**src/rtl/rv32i_types.sv**
```systemverilog
// Shared typedefs and default widths for the memory-side cache plumbing.
package rv32i_types;

  localparam int ADDR_W_DEF = 32;
  localparam int LINE_W_DEF = 256;

  typedef enum logic [1:0] {
    IDLE    = 2'd0,
    SERVE_I = 2'd1,
    SERVE_D = 2'd2,
    DONE    = 2'd3
  } arb_state_t;

endpackage

```
**src/rtl/cache_arbiter_rr_arb2.sv**
```systemverilog
// Two-way round-robin pick between icache and dcache requests.
// Ties go to the side that was not granted last.
module rr_arb2 (
  input  logic req_i,
  input  logic req_d,
  input  logic last_d,
  output logic grant_i,
  output logic grant_d
);

  // d wins a tie only when i was the most recent grant
  always_comb begin
    grant_d = req_d & (~req_i | ~last_d);
    grant_i = req_i & ~grant_d;
  end

endmodule

```
**src/rtl/cache_arbiter.sv**
```systemverilog
// Shares one cacheline memory port between the icache (read) and dcache
// (read/write). One miss in flight at a time; the grant is held until memory
// responds, then a one-cycle DONE gap lets the requester drop its request.
module cache_arbiter
  import rv32i_types::*;
#(
  parameter int ADDR_W = ADDR_W_DEF,
  parameter int LINE_W = LINE_W_DEF
) (
  input  logic              clk,
  input  logic              rst,
  input  logic              i_read,
  input  logic [ADDR_W-1:0] i_addr,
  output logic [LINE_W-1:0] i_rdata,
  output logic              i_resp,
  input  logic              d_read,
  input  logic              d_write,
  input  logic [ADDR_W-1:0] d_addr,
  input  logic [LINE_W-1:0] d_wdata,
  output logic [LINE_W-1:0] d_rdata,
  output logic              d_resp,
  output logic              mem_read,
  output logic              mem_write,
  output logic [ADDR_W-1:0] mem_addr,
  output logic [LINE_W-1:0] mem_wdata,
  input  logic [LINE_W-1:0] mem_rdata,
  input  logic              mem_resp
);

  arb_state_t        state_q, state_d;
  logic              last_d_q, last_d_d;
  logic              dwr_q, dwr_d;
  logic [ADDR_W-1:0] addr_q, addr_d;
  logic [LINE_W-1:0] wdata_q, wdata_d;

  logic req_d, grant_i, grant_d;

  // d_write alone marks a writeback; d_read|d_write both count as a dcache request
  assign req_d = d_read | d_write;

  rr_arb2 u_rr (
    .req_i   (i_read),
    .req_d   (req_d),
    .last_d  (last_d_q),
    .grant_i (grant_i),
    .grant_d (grant_d)
  );

  // Fill data is a straight passthrough; consumers qualify it with *_resp
  assign i_rdata   = mem_rdata;
  assign d_rdata   = mem_rdata;
  assign mem_addr  = addr_q;
  assign mem_wdata = wdata_q;

  // Next-state, capture and output decode
  always_comb begin
    state_d   = state_q;
    last_d_d  = last_d_q;
    dwr_d     = dwr_q;
    addr_d    = addr_q;
    wdata_d   = wdata_q;
    mem_read  = 1'b0;
    mem_write = 1'b0;
    i_resp    = 1'b0;
    d_resp    = 1'b0;
    unique case (state_q)
      IDLE: begin
        if (grant_d) begin
          state_d  = SERVE_D;
          last_d_d = 1'b1;
          addr_d   = d_addr;
          wdata_d  = d_wdata;
          dwr_d    = d_write;   // write wins if both asserted
        end else if (grant_i) begin
          state_d  = SERVE_I;
          last_d_d = 1'b0;
          addr_d   = i_addr;
          dwr_d    = 1'b0;
        end
      end
      SERVE_I: begin
        mem_read = 1'b1;
        if (mem_resp) begin
          i_resp  = 1'b1;
          state_d = DONE;
        end
      end
      SERVE_D: begin
        mem_read  = ~dwr_q;
        mem_write = dwr_q;
        if (mem_resp) begin
          d_resp  = 1'b1;
          state_d = DONE;
        end
      end
      DONE: state_d = IDLE;
      default: state_d = IDLE;
    endcase
  end

  // State and capture registers; reset aborts any in-flight request
  always_ff @(posedge clk) begin
    if (!rst) begin
      state_q  <= IDLE;
      last_d_q <= 1'b0;
      dwr_q    <= 1'b0;
      addr_q   <= '0;
      wdata_q  <= '0;
    end else begin
      state_q  <= state_d;
      last_d_q <= last_d_d;
      dwr_q    <= dwr_d;
      addr_q   <= addr_d;
      wdata_q  <= wdata_d;
    end
  end

endmodule

```
**config.mk**
```make
export PLATFORM = sky130hd
export DESIGN_NAME = cache_arbiter
export DESIGN_NICKNAME = d
export VERILOG_FILES = /design/src/rtl/rv32i_types.sv /design/src/rtl/cache_arbiter_rr_arb2.sv /design/src/rtl/cache_arbiter.sv
export SDC_FILE = /design/constraint.sdc
export NUM_CORES = 1
export LEC_CHECK = 0
export CORE_AREA = 3 3 540 542
export DETAILED_ROUTE_END_ITERATION = 8
export DIE_AREA = 0 0 543 545
export PLACE_DENSITY = 0.33
export SLEW_MARGIN = 20
export SYNTH_ARGS = -nofsm -noshare
export SYNTH_HDL_FRONTEND = slang
export SYNTH_SLANG_ARGS = --single-unit
```
**constraint.sdc**
```tcl
create_clock -name clk -period 2.1 [get_ports clk]
set_clock_uncertainty 0.15 [all_clocks]
set_input_delay 0.42 -clock clk [delete_from_list [all_inputs] [get_ports clk]]
set_output_delay 0.42 -clock clk [all_outputs]
set_load 0.05 [all_outputs]
```
==> flow_metrics.tcl, run 1 <==
set metrics [dict create \
    die_w_um 543 \
    num_rows 197 \
    drt-pass1-iter-count 5 \
    synth_cell_type_count 32 \
    layout-area-overhead-vs-synth_pct 60.42 \
    design.final.nets 2601 \
    worst_ep_arrival_time_ns 1.74 \
    final_wirelength_um 160700 \
    dieArea_um2 295900 \
    hold_viol 0 \
    worst_pin_slew_ns 0.3705 \
    endpoint_kind "primary output" \
    worst_ep_required_time_ns 1.53 \
    ys.flop_type "sky130_fd_sc_hd__dfxtp_1" \
    yosys-top-cells-count "512 x sky130_fd_sc_hd__buf_4, 320 x sky130_fd_sc_hd__a21oi_1, 292 x sky130_fd_sc_hd__dfxtp_1" \
    post-route-period-util_pct 109.9 \
    detailedRoute.firstIterationViolations 926 \
    fmax_mhz 433.3 \
    vias_per_cell 2.495 \
    relSlewSlack_pct 75.22 \
    boundaryPins 1386 \
    place_ws_ns -0.3247 \
    leakagePower_nw 8.063 \
    number_of_global_route_vias_before_repair 14580 \
    rr_worst_depth 7 \
    power-per-cell-area_nw_per_um2 1422 \
    hold_path_class "input port to flip-flop" \
    timing.critical_path.slowest_stage_cell "sky130_fd_sc_hd__dfxtp_2" \
    grt_antenna_before_repair 88 \
    status "complete, but fails checks" \
    clock-root-buffer "sky130_fd_sc_hd__clkbuf_16" \
    critical_path_cell_count 5 \
    postSynthAreaPerCell_um2 7.974 \
    cp.buffers_inverters 2 \
    hpwlAfterDp_um 140800 \
    drive_gt1_share_pct 24.73 \
    drt-wirelength-per-cell_um 27.51 \
    power.ir.vdd_worst_mv 0.6269 \
    detail_route.drc_violations 0 \
    worstSetupStartpointType "flip-flop" \
    synth-async-reset-ratio_pct 0 \
    globalplace.congestion 0.7886 \
    fin_crit_ns 2.308 \
    crit_path_max_incr_delay_ns 0.35 \
    clk_latency_worst_skew_pair_ns 0.71 \
    max_cap_violations 0 \
    worst_hold_slack_ns 0.1165 \
    postSynthNetCount 2476 \
    p_total_w 0.03439 \
    finalWorstSetupSlack_ns -0.2080 \
    tritoncts "done" \
    critical_path.top_delay_family "flip-flops" \
    globalRouteOverflowTotal 0 \
    clock_path_buffers 3 \
    synth.yosys.warnings 0 \
    netlist_top_cells_area "sky130_fd_sc_hd__dfxtp_1 39%, sky130_fd_sc_hd__buf_4 26%, sky130_fd_sc_hd__a21oi_1 11%" \
    postSynthCellCount 1890 \
    synth_largest_type_area_fraction_pct 38.79 \
    cts_num_sinks 292 \
    num_vias 14580 \
    cts_inserted_buffers 46 \
    grt_first_pass_wirelength_um 191700 \
    die_height_um 545 \
    violations "setup timing" \
    synth_most_common_cell "sky130_fd_sc_hd__buf_4" \
    synth_enable_flop_cells 0 \
    sequential_to_total_area_share_from_yosys_stat_pct 38.79 \
    ys_seq_elements 292 \
    setup_viol_count_final 4 \
    synthesis.area_um2 15070 \
    core-area_um2 287400 \
    hold-path-cell-count 3 \
    io_buffers 617 \
    grt_start_max_net_pins 65 \
    starting_density_pct 5.244 \
    path_class "flip-flop to primary output" \
    grt.total_usage_pct 10.32 \
    h_tree_depth 2 \
    report.final.slew_viol_count 0 \
    antenna_left 0 \
    synth_top_area_cell "sky130_fd_sc_hd__dfxtp_1" \
    setup_repair_after_global_routing_missed_its_margin "yes" \
    critical_path.max_fanout 3 \
    path_clk_slew_ns 0.06 \
    crit_path_cell_trace "inv_4, ha_4, nor2b_4, o21a_4, buf_12" \
]
[stage by stage]
step | cell area, um2 | setup TNS [ns] | instances | util, %
2_1_floorplan | 15070 | 0 | 1890 | -
3_3_place_gp | 22320 | -60.54 | 5733 | 7.764
3_5_place_dp | 22320 | -67.05 | 5733 | 7.764
4_1_cts | 24150 | -1.271 | 5831 | 8.402
5_1_grt | 24170 | -1.084 | 5838 | 8.410
6_report | 24180 | -0.6606 | 5841 | 8.412
[worst register-to-register path: cells and delay by family (launching register included)]
kind	cells	cell delay, ns
AO/OA/AOI/OAI	2	0.31
buffers and inverters	4	0.67
flip-flops	1	0.36
adder cells (fa/ha/maj)	1	0.33
[metal layers]
| layer | up-vias | wire, um | GRT usage (%) |
|---|---|---|---|
| met5 | - | 236 | 0.5357 |
| li1 | 6239 | - | - |
| met1 | 6596 | 41980 | 7.715 |
| met3 | 519 | 37810 | 11.00 |
| met2 | 1214 | 69640 | 15.90 |
| met4 | 8 | 11020 | 6.378 |
[cell usage in the layout, fill, tap and decap left out, drive strengths merged, types with 2 or more instances in the layout]
master         count
a21oi            320
and2               3
buf              374
bufinv             6
clkbuf            59
clkdlybuf4s15     33
clkdlybuf4s18      4
clkdlybuf4s50    325
clkinv            11
clkinvlp           2
dfxtp            292
diode             10
dlygate4sd3       11
ha                 4
inv                9
nand2             34
nand3            256
nor2               2
o21a               2
o21ai            288
[logic make-up after synthesis]
logic type / after synthesis / synth area share (%)
compound gates: 619 / 20.97
fa+ha+maj: 4 / 0.3321
buf+inv: 674 / 30.08
flops: 292 / 38.79
mux: 1 / 0.06642
simple gates: 300 / 9.763
[where the power goes]
group	internal, W	leakage, nW	total, W	switching [W]
sequential	0.00712	2.41	0.00815	0.00103
clock	0.00515	0.806	0.00869	0.00354
combinational	0.00509	4.85	0.0175	0.0125
total	0.0174	8.06	0.0344	0.0170
[final timing paths]
path	from	endpoint	slack [ns]
worst max-delay path	state_q[0]	mem_read	-0.21
worst min-delay path	d_addr[14]	mem_addr[14]	0.12
worst max register to register	state_q[1]	mem_wdata[145]	0.11
worst min register to register	mem_wdata[105]	mem_wdata[105]	0.32
[registers in the layout (all words and copies together), names as in the netlist]
register,flops
last_d_q,1
dwr_q,1
mem_wdata,256
state_q,2
mem_addr,32
[cell type report]
class,count,area [um2]
Clock inverter,24,341.6
Fill cell,33570,263200
Antenna cell,10,25.02
Tap cell,3781,4731
Multi-Input combinational cell,924,4762
Clock buffer,59,1301
Inverter,4,32.53
Sequential cell,292,5851
Timing Repair Buffer,747,7133
[what timing repair did]
action,in CTS,in global routing
endpoints found under the setup margin,51,6
hold buffers,11,0
pin swaps,2,1
gates resized for setup,170,3
gates cloned,0,0
setup buffers,4,0
hold endpoints to repair,11,0
Power figures use the tool's default switching activity.
==> run 2, diff against run 1 <==
- ABC_CLOCK_PERIOD_IN_PS: default -> 2100
==> results of run 2 <==
No change in the layout: final DEF, timing and power equal those of run 1.
